--- src/rtl/id_ex_pipe_stage_if.sv ---
// id_ex_pipe_stage_if
// Handshake and data bundle for the ID->EX pipeline stage.
//   id_*        : decode-side valid/ready handshake and instruction payload
//   ex_*        : execute-side valid/ready handshake and held payload
//   flush       : synchronous kill of all held entries
//   wb_*        : write-back port used to refresh held operands
//   stall_count : saturating count of cycles execute held the stage off
// Modports:
//   master : upstream/downstream environment (drives id_*, ex_ready, flush, wb_*)
//   slave  : the pipeline stage itself
interface id_ex_pipe_stage_if #(
    parameter int unsigned DATA_WIDTH   = 32,
    parameter int unsigned ADDRESS_BITS = 20,
    parameter int unsigned REG_BITS     = 5,
    parameter int unsigned CTRL_WIDTH   = 27,
    parameter int unsigned CNT_WIDTH    = 16
);
    logic                      id_valid;
    logic                      id_ready;
    logic [CTRL_WIDTH-1:0]     id_ctrl;
    logic [REG_BITS-1:0]       id_rs1;
    logic [REG_BITS-1:0]       id_rs2;
    logic [DATA_WIDTH-1:0]     id_rs1_data;
    logic [DATA_WIDTH-1:0]     id_rs2_data;
    logic [DATA_WIDTH-1:0]     id_imm;
    logic [3*ADDRESS_BITS-1:0] id_pcs;

    logic                      ex_valid;
    logic                      ex_ready;
    logic [CTRL_WIDTH-1:0]     ex_ctrl;
    logic [REG_BITS-1:0]       ex_rs1;
    logic [REG_BITS-1:0]       ex_rs2;
    logic [DATA_WIDTH-1:0]     ex_rs1_data;
    logic [DATA_WIDTH-1:0]     ex_rs2_data;
    logic [DATA_WIDTH-1:0]     ex_imm;
    logic [3*ADDRESS_BITS-1:0] ex_pcs;

    logic                      flush;
    logic                      wb_write;
    logic [REG_BITS-1:0]       wb_reg;
    logic [DATA_WIDTH-1:0]     wb_data;
    logic [CNT_WIDTH-1:0]      stall_count;

    modport master (
        output id_valid, id_ctrl, id_rs1, id_rs2, id_rs1_data, id_rs2_data, id_imm, id_pcs,
        output ex_ready, flush, wb_write, wb_reg, wb_data,
        input  id_ready,
        input  ex_valid, ex_ctrl, ex_rs1, ex_rs2, ex_rs1_data, ex_rs2_data, ex_imm, ex_pcs,
        input  stall_count
    );

    modport slave (
        input  id_valid, id_ctrl, id_rs1, id_rs2, id_rs1_data, id_rs2_data, id_imm, id_pcs,
        input  ex_ready, flush, wb_write, wb_reg, wb_data,
        output id_ready,
        output ex_valid, ex_ctrl, ex_rs1, ex_rs2, ex_rs1_data, ex_rs2_data, ex_imm, ex_pcs,
        output stall_count
    );
endinterface

--- src/rtl/id_ex_pipe_stage.sv ---
// id_ex_pipe_stage
// ID->EX pipeline register with valid/ready handshake, a two-entry skid
// buffer (MAIN drives execute, SKID catches the instruction accepted while
// execute stalls), synchronous flush, and write-back bypass into every held
// operand so stalled instructions never carry stale register data.
// Ports:
//   clock : rising-edge clock
//   reset : asynchronous active-low reset, clears state and payload
//   bus   : id_ex_pipe_stage_if.slave (id_*/ex_* handshakes, flush, wb_*,
//           stall_count)
module id_ex_pipe_stage #(
    parameter int unsigned CORE         = 0,
    parameter int unsigned DATA_WIDTH   = 32,
    parameter int unsigned ADDRESS_BITS = 20,
    parameter int unsigned REG_BITS     = 5,
    parameter int unsigned CTRL_WIDTH   = 27,
    parameter int unsigned CNT_WIDTH    = 16
) (
    input  logic             clock,
    input  logic             reset,
    id_ex_pipe_stage_if.slave bus
);

    // Parameter sanity; CORE is only an instance tag and has no datapath role.
    if (DATA_WIDTH == 0 || ADDRESS_BITS == 0 || REG_BITS == 0 ||
        CTRL_WIDTH == 0 || CNT_WIDTH == 0 || CORE > 32'h0000_FFFF) begin : g_param_check
        $error("id_ex_pipe_stage: illegal parameter value");
    end

    typedef struct packed {
        logic [CTRL_WIDTH-1:0]     ctrl;
        logic [REG_BITS-1:0]       rs1;
        logic [REG_BITS-1:0]       rs2;
        logic [DATA_WIDTH-1:0]     rs1_data;
        logic [DATA_WIDTH-1:0]     rs2_data;
        logic [DATA_WIDTH-1:0]     imm;
        logic [3*ADDRESS_BITS-1:0] pcs;
    } entry_t;

    typedef enum logic [1:0] {
        EMPTY = 2'd0,
        ONE   = 2'd1,
        FULL  = 2'd2
    } state_t;

    state_t               state_q, state_d;
    entry_t               main_q, main_d;
    entry_t               skid_q, skid_d;
    logic [CNT_WIDTH-1:0] stall_q, stall_d;

    entry_t id_entry;
    logic   in_fire;
    logic   out_fire;
    logic   ex_valid;

    // Replace operand data whose stored index matches an active write-back.
    // Register 0 is hard-wired and never refreshed.
    function automatic entry_t bypass(input entry_t e,
                                      input logic we,
                                      input logic [REG_BITS-1:0] r,
                                      input logic [DATA_WIDTH-1:0] d);
        entry_t o;
        o = e;
        if (we && (r != '0)) begin
            if (e.rs1 == r) o.rs1_data = d;
            if (e.rs2 == r) o.rs2_data = d;
        end
        return o;
    endfunction

    always_comb begin
        id_entry.ctrl     = bus.id_ctrl;
        id_entry.rs1      = bus.id_rs1;
        id_entry.rs2      = bus.id_rs2;
        id_entry.rs1_data = bus.id_rs1_data;
        id_entry.rs2_data = bus.id_rs2_data;
        id_entry.imm      = bus.id_imm;
        id_entry.pcs      = bus.id_pcs;
    end

    // Handshake flags decode only from the state register.
    assign ex_valid     = (state_q != EMPTY);
    assign bus.ex_valid = ex_valid;
    assign bus.id_ready = (state_q != FULL);

    assign in_fire  = bus.id_valid && (state_q != FULL);
    assign out_fire = ex_valid && bus.ex_ready;

    always_comb begin
        state_d = state_q;
        // Held entries keep being refreshed by write-back even when idle.
        main_d  = bypass(main_q, bus.wb_write, bus.wb_reg, bus.wb_data);
        skid_d  = bypass(skid_q, bus.wb_write, bus.wb_reg, bus.wb_data);
        stall_d = stall_q;

        unique case (state_q)
            EMPTY: begin
                if (in_fire) begin
                    main_d  = bypass(id_entry, bus.wb_write, bus.wb_reg, bus.wb_data);
                    state_d = ONE;
                end
            end
            ONE: begin
                if (in_fire && out_fire) begin
                    main_d = bypass(id_entry, bus.wb_write, bus.wb_reg, bus.wb_data);
                end else if (out_fire) begin
                    state_d = EMPTY;
                end else if (in_fire) begin
                    skid_d  = bypass(id_entry, bus.wb_write, bus.wb_reg, bus.wb_data);
                    state_d = FULL;
                end
            end
            FULL: begin
                if (out_fire) begin
                    main_d  = bypass(skid_q, bus.wb_write, bus.wb_reg, bus.wb_data);
                    state_d = ONE;
                end
            end
            default: state_d = EMPTY;
        endcase

        // Flush wins over any transfer; payload may stay stale.
        if (bus.flush) begin
            state_d = EMPTY;
        end

        if (ex_valid && !bus.ex_ready && (stall_q != '1)) begin
            stall_d = stall_q + CNT_WIDTH'(1);
        end
    end

    always_ff @(posedge clock or negedge reset) begin
        if (!reset) begin
            state_q <= EMPTY;
            main_q  <= '0;
            skid_q  <= '0;
            stall_q <= '0;
        end else begin
            state_q <= state_d;
            main_q  <= main_d;
            skid_q  <= skid_d;
            stall_q <= stall_d;
        end
    end

    assign bus.ex_ctrl     = main_q.ctrl;
    assign bus.ex_rs1      = main_q.rs1;
    assign bus.ex_rs2      = main_q.rs2;
    assign bus.ex_rs1_data = main_q.rs1_data;
    assign bus.ex_rs2_data = main_q.rs2_data;
    assign bus.ex_imm      = main_q.imm;
    assign bus.ex_pcs      = main_q.pcs;
    assign bus.stall_count = stall_q;

endmodule
--- src/flat_wrapper.sv ---
// flat-port wrapper written by rule: the top's interface ports become plain ports
module id_ex_pipe_stage_flat 
#(
    parameter int unsigned CORE         = 0,
    parameter int unsigned DATA_WIDTH   = 32,
    parameter int unsigned ADDRESS_BITS = 20,
    parameter int unsigned REG_BITS     = 5,
    parameter int unsigned CTRL_WIDTH   = 27,
    parameter int unsigned CNT_WIDTH    = 16
)
  (clock, reset, bus_id_valid, bus_id_ctrl, bus_id_rs1, bus_id_rs2, bus_id_rs1_data, bus_id_rs2_data, bus_id_imm, bus_id_pcs, bus_ex_ready, bus_flush, bus_wb_write, bus_wb_reg, bus_wb_data, bus_id_ready, bus_ex_valid, bus_ex_ctrl, bus_ex_rs1, bus_ex_rs2, bus_ex_rs1_data, bus_ex_rs2_data, bus_ex_imm, bus_ex_pcs, bus_stall_count);
  id_ex_pipe_stage_if #(.DATA_WIDTH(DATA_WIDTH), .ADDRESS_BITS(ADDRESS_BITS), .REG_BITS(REG_BITS), .CTRL_WIDTH(CTRL_WIDTH), .CNT_WIDTH(CNT_WIDTH)) bus_i ();
  input  logic clock;
  input  logic reset;
  input wire logic [$bits(bus_i.id_valid)-1:0] bus_id_valid;
  input wire logic [$bits(bus_i.id_ctrl)-1:0] bus_id_ctrl;
  input wire logic [$bits(bus_i.id_rs1)-1:0] bus_id_rs1;
  input wire logic [$bits(bus_i.id_rs2)-1:0] bus_id_rs2;
  input wire logic [$bits(bus_i.id_rs1_data)-1:0] bus_id_rs1_data;
  input wire logic [$bits(bus_i.id_rs2_data)-1:0] bus_id_rs2_data;
  input wire logic [$bits(bus_i.id_imm)-1:0] bus_id_imm;
  input wire logic [$bits(bus_i.id_pcs)-1:0] bus_id_pcs;
  input wire logic [$bits(bus_i.ex_ready)-1:0] bus_ex_ready;
  input wire logic [$bits(bus_i.flush)-1:0] bus_flush;
  input wire logic [$bits(bus_i.wb_write)-1:0] bus_wb_write;
  input wire logic [$bits(bus_i.wb_reg)-1:0] bus_wb_reg;
  input wire logic [$bits(bus_i.wb_data)-1:0] bus_wb_data;
  output wire logic [$bits(bus_i.id_ready)-1:0] bus_id_ready;
  output wire logic [$bits(bus_i.ex_valid)-1:0] bus_ex_valid;
  output wire logic [$bits(bus_i.ex_ctrl)-1:0] bus_ex_ctrl;
  output wire logic [$bits(bus_i.ex_rs1)-1:0] bus_ex_rs1;
  output wire logic [$bits(bus_i.ex_rs2)-1:0] bus_ex_rs2;
  output wire logic [$bits(bus_i.ex_rs1_data)-1:0] bus_ex_rs1_data;
  output wire logic [$bits(bus_i.ex_rs2_data)-1:0] bus_ex_rs2_data;
  output wire logic [$bits(bus_i.ex_imm)-1:0] bus_ex_imm;
  output wire logic [$bits(bus_i.ex_pcs)-1:0] bus_ex_pcs;
  output wire logic [$bits(bus_i.stall_count)-1:0] bus_stall_count;
  assign bus_i.id_valid = bus_id_valid;
  assign bus_i.id_ctrl = bus_id_ctrl;
  assign bus_i.id_rs1 = bus_id_rs1;
  assign bus_i.id_rs2 = bus_id_rs2;
  assign bus_i.id_rs1_data = bus_id_rs1_data;
  assign bus_i.id_rs2_data = bus_id_rs2_data;
  assign bus_i.id_imm = bus_id_imm;
  assign bus_i.id_pcs = bus_id_pcs;
  assign bus_i.ex_ready = bus_ex_ready;
  assign bus_i.flush = bus_flush;
  assign bus_i.wb_write = bus_wb_write;
  assign bus_i.wb_reg = bus_wb_reg;
  assign bus_i.wb_data = bus_wb_data;
  assign bus_id_ready = bus_i.id_ready;
  assign bus_ex_valid = bus_i.ex_valid;
  assign bus_ex_ctrl = bus_i.ex_ctrl;
  assign bus_ex_rs1 = bus_i.ex_rs1;
  assign bus_ex_rs2 = bus_i.ex_rs2;
  assign bus_ex_rs1_data = bus_i.ex_rs1_data;
  assign bus_ex_rs2_data = bus_i.ex_rs2_data;
  assign bus_ex_imm = bus_i.ex_imm;
  assign bus_ex_pcs = bus_i.ex_pcs;
  assign bus_stall_count = bus_i.stall_count;
  id_ex_pipe_stage #(.CORE(CORE), .DATA_WIDTH(DATA_WIDTH), .ADDRESS_BITS(ADDRESS_BITS), .REG_BITS(REG_BITS), .CTRL_WIDTH(CTRL_WIDTH), .CNT_WIDTH(CNT_WIDTH)) u_core (.clock(clock), .reset(reset), .bus(bus_i));
endmodule
--- config.mk ---
export PLATFORM = sky130hd
export DESIGN_NAME = id_ex_pipe_stage_flat
export DESIGN_NICKNAME = d
export VERILOG_FILES = /design/src/rtl/id_ex_pipe_stage_if.sv /design/src/rtl/id_ex_pipe_stage.sv /design/src/flat_wrapper.sv
export SDC_FILE = /design/constraint.sdc
export NUM_CORES = 1
export LEC_CHECK = 0
export ABC_AREA = 1
export CELL_PAD_IN_SITES_DETAIL_PLACEMENT = 1
export CELL_PAD_IN_SITES_GLOBAL_PLACEMENT = 1
export CORE_ASPECT_RATIO = 2
export CORE_MARGIN = 1
export CORE_UTILIZATION = 40
export DETAILED_ROUTE_END_ITERATION = 10
export HOLD_SLACK_MARGIN = 0.1
export PLACE_DENSITY = 0.95
export SLEW_MARGIN = 40
export SYNTH_ARGS = -nofsm -noshare
export SYNTH_HDL_FRONTEND = slang
export SYNTH_SLANG_ARGS = --single-unit
--- constraint.sdc ---
create_clock -name clock -period 3.92 [get_ports clock]
set_input_delay 0.588 -clock clock [delete_from_list [all_inputs] [get_ports clock]]
set_output_delay 0.588 -clock clock [all_outputs]
set_load 0.005 [all_outputs]
# After elaboration in Yosys (flattened, before gate mapping)
# Index checks and enable logic that the tools add are counted.
[classes]
muxes = 24
addsub = 1
eq_ne = 17
n_reduce_logical = 14
n_shift = 0
div = 0
mul = 0
n_lt_le_gt_ge = 0
n_bitwise = 2
[op_table]
columns = ["cell", "n"]
rows = [
  ["$mux 156", 4],
  ["$mux 193", 3],
  ["$pmux 193 s3", 1],
  ["$mux 32", 6],
  ["$mux 64", 3],
  ["$eq 5x5->1", 6],
  ["$add 16x1->16 const B", 1],
  ["$ne 16x16->1 const B", 1],
  ["$mux 2", 6],
  ["$reduce_and 4->1", 3],
  ["$logic_and 1x1->1", 6],
  ["$ne 2x1->1 const B", 3],
  ["$ne 3x2->1 const B", 2],
  ["$pmux 2 s3", 1],
  ["$reduce_bool 5->1", 1],
  ["$ne 4x2->1 const B", 1],
  ["$ne 3x3->1 const B", 1],
  ["$reduce_bool 3->1", 1],
  ["$eq 2x1->1 const B", 1],
  ["$eq 2x2->1 const B", 1],
  ["$logic_not 2->1", 1],
  ["$ne 2x2->1 const B", 1],
  ["$not 1->1", 2],
  ["$reduce_bool 2->1", 1],
  ["$logic_not 1->1", 1],
]
[totals]
output_inout_bits = 211
memories = 0
word_cells = 74
latchBits = 0
mem_bits_ro = 0
ram_bits = 0
regBits = 404

# Longest topological paths before layout
# Gate-level depths: netlist of the first run.
[logic_depth]
word_depth = 7
depth_mapped = 11

# Worst setup path before layout of the first run
# Ideal clock, no wire load.
[synth_timing]
kind = "input-to-reg"
startpoint = "in bus_wb_reg[4]"
endpoint = "reg u_core.main_q, in the netlist u_core.bus.ex_rs2_data[10]"
n_path_buf = 2
stages = 8
arrival_ns = 1.563
setup_time_ns = 0.125
path_slack_ns = 2.233
cell_sequence = "buf_4 > xnor2_1 > nand3_1 > nor2_4 > buf_2 > nand3_1 > nand3_1 > nand3_1"
[synth_lines]
columns = ["item", "line_no", "rtl"]
rows = [
  ["from (decl)", "flat_wrapper.sv:26", "input wire logic [$bits(bus_i.wb_reg)-1:0] bus_wb_reg;"],
  ["to (signal assigned)", "id_ex_pipe_stage.sv:140", "main_q <= main_d;"],
  ["to (decl)", "id_ex_pipe_stage.sv:47", "entry_t main_q, main_d;"],
]

==> out/qor.csv, run 1 <==
metric;value;unit
status;complete, no violations;
finalCritPeriodShare;67.3;%
finalInstanceArea;0.0266;mm^2
placed_area;0.0252;mm^2
cp_slowest_cell;clkdlybuf4s50_1;
setup_viol;0;
slew_violations;0;
regArea;0.0101;mm^2
synth_seq_cells;404;
netlist_area;0.0204;mm^2
max_cap_viol_count;0;
reg2reg_depth;8;
cp_max_fo;32;
setup_ws;1.28;ns
synth_top_area_share;49.5;%
clk_latency;0.55;ns
wire_per_inst;23.5;um
syn2layout_area_growth;30.2;%
cpMostUsedCell;nand3_1;
min_from;u_core.skid_q[185];
avgSynthCellArea;7.82;um^2
dr.first_iter.drc_count;1501;
r2r_slack;1.50;ns
yosysMostFrequentCell;nand2_1;
ys_warn_count;0;
critPathTopFamily;simple AND/OR/NAND/NOR gates;
vias;20900;
drc;0;
leakage;12.9;nW
rsz0062_at_grt;no;
pre_cts_ws;0.767;ns
dp_hpwl;57200;um
die_w;162;um
hold_path.class;reg -> reg;
io_buffers;446;
cts_sinks;404;
cp-end-kind;flip-flop;
r2r-end;u_core.skid_q[141];
route.antenna.remaining_nets;0;
synthFlopType;dfrtp_1;
grt_overflow;0;
hold_viol_final;0;
dr.pass1.iters;6;
crit_buf_inv;2;
worstPathRequired;4.34;ns
grt_usage;33.0;%
finalCriticalPeriod;2.64;ns
antenna_found_initial;16;
root_buffer;clkbuf_16;
critPathArrivalTime;3.06;ns
min_to;u_core.skid_q[185];
fin_util;53.0;%
postCtsSetupRepairBufs;0;
die_area;0.0520;mm^2
wirelength;85700;um
stdcell_count;3654;
whs_path_depth;2;
pin_count;447;
multiInputGateArea;0.00796;mm^2
async_reset_ff_share;100;%
p_per_area;558;mW/mm^2
dp.cells;3577;
clk_pin_slew;0.07;ns
synth_area_leaders;dfrtp_1, nand3_1, nand2_1;
worstSetupPathType;in -> reg;
num_rows;116;
fin_skew;0.0142;ns
vias_per_cell;5.71;
hold_ws;0.493;ns
fin_nets;3208;
numCtsBuffers;39;
gp_congestion;0.905;
synth_largest_area_cell;dfrtp_1;
crit_path_start_kind;input pin;
timing.fmax;379;MHz
worst_path_largest_cell_delay;0.70;ns
htreeDepth;2;
grt_pass1_vias;23800;
r2r_start;u_core.state_q[1];
grt_pass1_wl;132000;um
tightest_slew;0.865;ns
ys_types;32;
cts_tree;yes;
start_util;40.7;%
clockBufferDepth;3;
ir_drop;0.000503;V
slew_headroom;42.1;%
cp_cell_sequence;clkdlybuf4s50_1, nor2_2, nand3_2, nand2_4, inv_4, nand2_2, nand2_1, nand3_1, nand3_1;
seq_area_frac_synth;49.5;%
fp.dieH;322;um
grt_max_degree;179;
synth_fp_nets;2849;
fill_cells;5959;
tns;0;ns
power;14.8;mW
synthesis.instances;2612;
coreArea;0.0502;mm^2
synth_edf_count;0;
synth_commonest_cells;nand2_1, nand3_1, dfrtp_1, inv_1, o21ai_0;
drive_above_1_share;4.53;%
-- cell families after synthesis --
group | synth area share [%]
adder cells (fa/ha/maj) | 0.0612
AND/OR/NAND/NOR | 29.2
buffers and inverters | 11.6
flip-flops | 49.5
AO/OA/AOI/OAI | 8.32
XOR/XNOR | 1.29
-- worst max-delay path by stage --
stage,from,endpoint,slack [ns],depth (start not counted)
2_1_floorplan,bus_wb_reg[4],u_core.bus.ex_rs2_data[10],2.23,8
3_3_place_gp,bus_wb_reg[2],u_core.bus.ex_rs2_data[1],0.91,9
3_5_place_dp,bus_wb_reg[2],u_core.bus.ex_rs2_data[0],0.77,9
4_1_cts,bus_wb_reg[2],u_core.bus.ex_rs2_data[15],1.34,9
5_1_grt,bus_wb_reg[2],u_core.bus.ex_rs2_data[12],1.20,9
6_report,bus_wb_reg[2],u_core.bus.ex_rs2_data[12],1.28,9
-- power by group --
group / internal [mW] / total [mW] / switching (mW) / leakage (nW)
combinational: 1.96 / 4.39 / 2.44 / 7.26
sequential: 5.46 / 6.30 / 0.837 / 4.98
clock: 2.39 / 4.15 / 1.76 / 0.675
-- flip-flops by register name, summed over array words and instances (netlist names) --
name	count
u_core.bus.ex_rs1	5
u_core.bus.stall_count	16
u_core.skid_q	193
u_core.bus.ex_rs1_data	32
u_core.bus.ex_rs2	5
u_core.bus.ex_imm	32
u_core.state_q	2
u_core.bus.ex_pcs	60
u_core.bus.ex_rs2_data	32
u_core.bus.ex_ctrl	27
-- layout make-up --
cell class / instances / area share, %
diodes: 6 / 0.0564
inverters: 387 / 5.49
flip-flops and latches: 404 / 38.0
repair buffers: 483 / 18.4
well taps: 649 / 3.05
multi-input cells: 1656 / 29.9
clock buffers: 54 / 4.34
clock inverters: 15 / 0.762
-- worst min-delay path: stages, from the launching register on --
cell and delay (ns):
dfrtp_1 0.34, nand2_1 0.05, o21ai_0 0.06
-- layout by cell type, fill, tap and decap left out, drive strengths merged --
| cell type | netlist | routed |
|---|---|---|
| bufinv | 0 | 5 |
| nor3 | 6 | 6 |
| inv | 387 | 387 |
| clkbuf | 30 | 54 |
| o211ai | 124 | 124 |
| dfrtp | 404 | 404 |
| xnor2 | 13 | 13 |
| ha | 1 | 1 |
| clkinv | 0 | 9 |
| a211oi | 1 | 1 |
| clkdlybuf4s50 | 0 | 445 |
| nand2 | 721 | 721 |
| o21ai | 136 | 136 |
| diode | 0 | 6 |
| buf | 135 | 37 |
| nand4 | 4 | 4 |
| dlygate4sd3 | 0 | 1 |
| a21oi | 5 | 5 |
| nor2 | 29 | 29 |
| or2 | 1 | 1 |
| o221ai | 5 | 5 |
| nand3b | 2 | 2 |
| nand3 | 591 | 591 |
| xor2 | 17 | 17 |
| clkinvlp | 0 | 1 |
-- repair_timing --
| action | CTS | global route |
|---|---|---|
| endpoints found under the hold margin | 54 | 0 |
| gates resized for setup | 0 | 0 |
| hold buffers | 1 | 0 |
-- metal layers --
layer  GRT usage (%)  share of wire (%)  vias up
met4            25.3                7.5       20
li1                -                  -     9114
met1            33.1                 33    10400
met5               0               0.15        -
met2            58.2                 51     1055
met3            7.87                7.8      336
Power figures use the tool's default switching activity.
==> inputs of run 2 (changes only) <==
--- a/config.mk
+++ b/config.mk
@@ -10,10 +10,10 @@
 export CELL_PAD_IN_SITES_GLOBAL_PLACEMENT = 1
 export CORE_ASPECT_RATIO = 2
 export CORE_MARGIN = 1
-export CORE_UTILIZATION = 40
+export CORE_UTILIZATION = 34
 export DETAILED_ROUTE_END_ITERATION = 10
 export HOLD_SLACK_MARGIN = 0.1
-export PLACE_DENSITY = 0.95
+export PLACE_DENSITY = 0.88
 export SLEW_MARGIN = 40
 export SYNTH_ARGS = -nofsm -noshare
 export SYNTH_HDL_FRONTEND = slang
==> constraint.sdc (replaced) <==
create_clock -name clock -period 2.37 [get_ports clock]
set_input_delay 0.3555 -clock clock [delete_from_list [all_inputs] [get_ports clock]]
set_output_delay 0.3555 -clock clock [all_outputs]
set_load 0.005 [all_outputs]
==> run 2 against run 1 <==
Net effect:
- global-route usage shrank 6.1 points
- total power increased by 66%
- critical path depth down 5
- combinational power is 66% higher
- critical path type is now reg -> out
- critical endpoint is now bus_id_ready
==> out/qor.csv, run 2 (same netlist as run 1, synthesis figures left out) <==
metric;value;unit;change
status;complete, no violations;;unchanged
fin_util;46.6;%;was 53.0%
placed_area;0.0261;mm^2;was 0.0252 mm^2
tns;0;ns;unchanged
clk_pin_slew;0.07;ns;about the same
internal_power;16.5;mW;was 9.81 mW
busiest_layer;met2;;unchanged
worst-path-stages;4;;was 9
vias;20300;;was 20900
cpMostUsedCell;inv_2;;was nand3_1
die_w;175;um;was 162 um
cts_hold_buf;1;;unchanged
slew_headroom;63.2;%;was 42.1%
crit_path_start_kind;flip-flop;;was input pin
r2r-end;u_core.bus.stall_count[15];;was u_core.skid_q[141]
numCtsBuffers;40;;was 39
worstPathRequired;2.01;ns;was 4.34 ns
antenna_found_initial;20;;was 16
worst_path_largest_cell_delay;0.55;ns;was 0.70 ns
htreeDepth;2;;unchanged
root_buffer;clkbuf_16;;unchanged
coreArea;0.0591;mm^2;was 0.0502 mm^2
postCtsSetupRepairBufs;0;;unchanged
leakage;13.3;nW;was 12.9 nW
critPathLaunch;u_core.state_q[1];;was bus_wb_reg[2]
grt_overflow;0;;unchanged
p_seq_share;42.1;%;was 42.4%
p_sw_share;32.8;%;was 33.9%
route.antenna.remaining_nets;0;;unchanged
cts_tree;yes;;unchanged
rsz0062_at_grt;no;;unchanged
grt_max_degree;95;;was 179
critPathTopFamily;buffers and inverters;;was simple AND/OR/NAND/NOR gates
grt_pass1_wl;127000;um;was 132000 um
dp_hpwl;58400;um;was 57200 um
regMostFlops;u_core.skid_q;;unchanged
power.share.clock;28.3;%;was 28.0%
finalCriticalPeriod;2.10;ns;
start_util;34.6;%;was 40.7%
cts_sinks;404;;unchanged
fp.dieH;349;um;was 322 um
clk_latency;0.56;ns;was 0.55 ns
dr.first_iter.drc_count;1342;;was 1501
dr.pass1.iters;5;;was 6
ir_drop;0.000672;V;was 0.000503 V
cp_max_fo;4;;was 32
fin_skew;0.0209;ns;was 0.0142 ns
met2_usage;47.9;%;was 58.2%
num_rows;126;;was 116
finalInstanceArea;0.0276;mm^2;was 0.0266 mm^2
finalCritPeriodShare;88.6;%;
critPathArrivalTime;1.74;ns;was 3.06 ns
p_sw;8.06;mW;was 5.03 mW
r2r_start;u_core.bus.stall_count[0];;was u_core.state_q[1]
gp_congestion;0.863;;was 0.905
cp_slowest_cell;clkdlybuf4s50_1;;unchanged
setup_viol;0;;unchanged
cp-end-kind;output port;;was flip-flop
drive_above_1_share;5.82;%;was 4.53%
cp_cell_sequence;inv_2, nor2_1, inv_2, clkdlybuf4s50_1;;was clkdlybuf4s50_1, nor2_2, nand3_2, nand2_4, inv_4, nand2_2, nand2_1, nand3_1, nand3_1
worstSetupPathType;reg -> out;;was in -> reg
crit_buf_inv;3;;was 2
max_cap_viol_count;0;;unchanged
final_cell_mix;nand2_1, nand3_1, clkdlybuf4s50_1, dfrtp_1, inv_1;;unchanged
io_buffers;446;;unchanged
pin_count;447;;unchanged
p_per_area;892;mW/mm^2;was 558 mW/mm^2
hold_path.class;in -> async;;was reg -> reg
fin_nets;3252;;was 3208
timing.fmax;476;MHz;
clockBufferDepth;3;;unchanged
r2r_slack;0.58;ns;was 1.50 ns
hold_viol_final;0;;unchanged
use_met1;27.8;%;was 33.1%
final_common_cell;nand2_1;;unchanged
drc;0;;unchanged
met3_usage;5.08;%;was 7.87%
largest_reg_flops;193;;unchanged
combPwrFrac;29.6;%;about the same
worstSetupEndpoint;bus_id_ready;;was u_core.bus.ex_rs2_data[12]
grt_pass1_vias;22400;;was 23800
slew_violations;0;;unchanged
cts-resized-gates;0;;unchanged
vias_per_cell;5.31;;was 5.71
syn2layout_area_growth;34.9;%;was 30.2%
wirelength;81500;um;was 85700 um
wire_per_inst;21.3;um;was 23.5 um
grt_usage;26.9;%;was 33.0%
die_area;0.0611;mm^2;was 0.0520 mm^2
tightest_slew;0.552;ns;was 0.865 ns
reg2reg_depth;7;;was 8
==> run 2: power by group through the flow <==
stage | Sequential, mW | Clock, mW | Combinational, mW
finish | 10.3 | 6.95 | 7.28
global route | 10.6 | 7.28 | 8.11
CTS | 10.3 | 7.10 | 7.34
detailed placement | 10.4 | 0 | 7.27
global placement | 10.3 | 0 | 6.95
floorplan | 10.1 | 0 | 3.57
==> run 2: per-stage QoR <==
step | hold slack (ns) | std cells | setup WS, ns | power, mW
floorplan | 0.0599 | 2612 | 0.879 | 13.7
finish | 0.344 | 3819 | 0.270 | 24.6
global placement | 0.334 | 3740 | 0.131 | 17.2
detailed placement | 0.332 | 3740 | 0.0707 | 17.7
CTS | 0.338 | 3808 | 0.231 | 24.8
global route | 0.374 | 3819 | 0.165 | 25.9
==> run 2: routing by layer <==
metal | wire length [um] | share of wire, % | up-vias
met1 | 28800 | 35 | 10000
met4 | 6180 | 7.6 | 18
met5 | 122 | 0.15 | -
li1 | - | - | 9203
met3 | 4940 | 6.1 | 256
met2 | 41400 | 51 | 764
==> run 2: cell type report <==
class                   instances  area [um^2]
inverters                     387         1460
well taps                     768          961
repair buffers                526         5620
clock inverters                13          218
multi-input cells            1656         8000
diodes                         11         27.5
clock buffers                  54         1150
flip-flops and latches        404        10100
fillers                      7111        31600
==> run 2: how the worst min path moves through the flow <==
stage / slack (ns) / endpoint / cells after the start / from
finish: 0.34 / u_core.skid_q[162] / 2 / reset
global route: 0.37 / u_core.skid_q[9] / 2 / reset
CTS: 0.34 / u_core.bus.ex_rs1[2] / 2 / reset
detailed placement: 0.33 / u_core.skid_q[9] / 1 / reset
global placement: 0.33 / u_core.skid_q[9] / 1 / reset
floorplan: 0.06 / u_core.bus.ex_ctrl[0] / 0 / reset
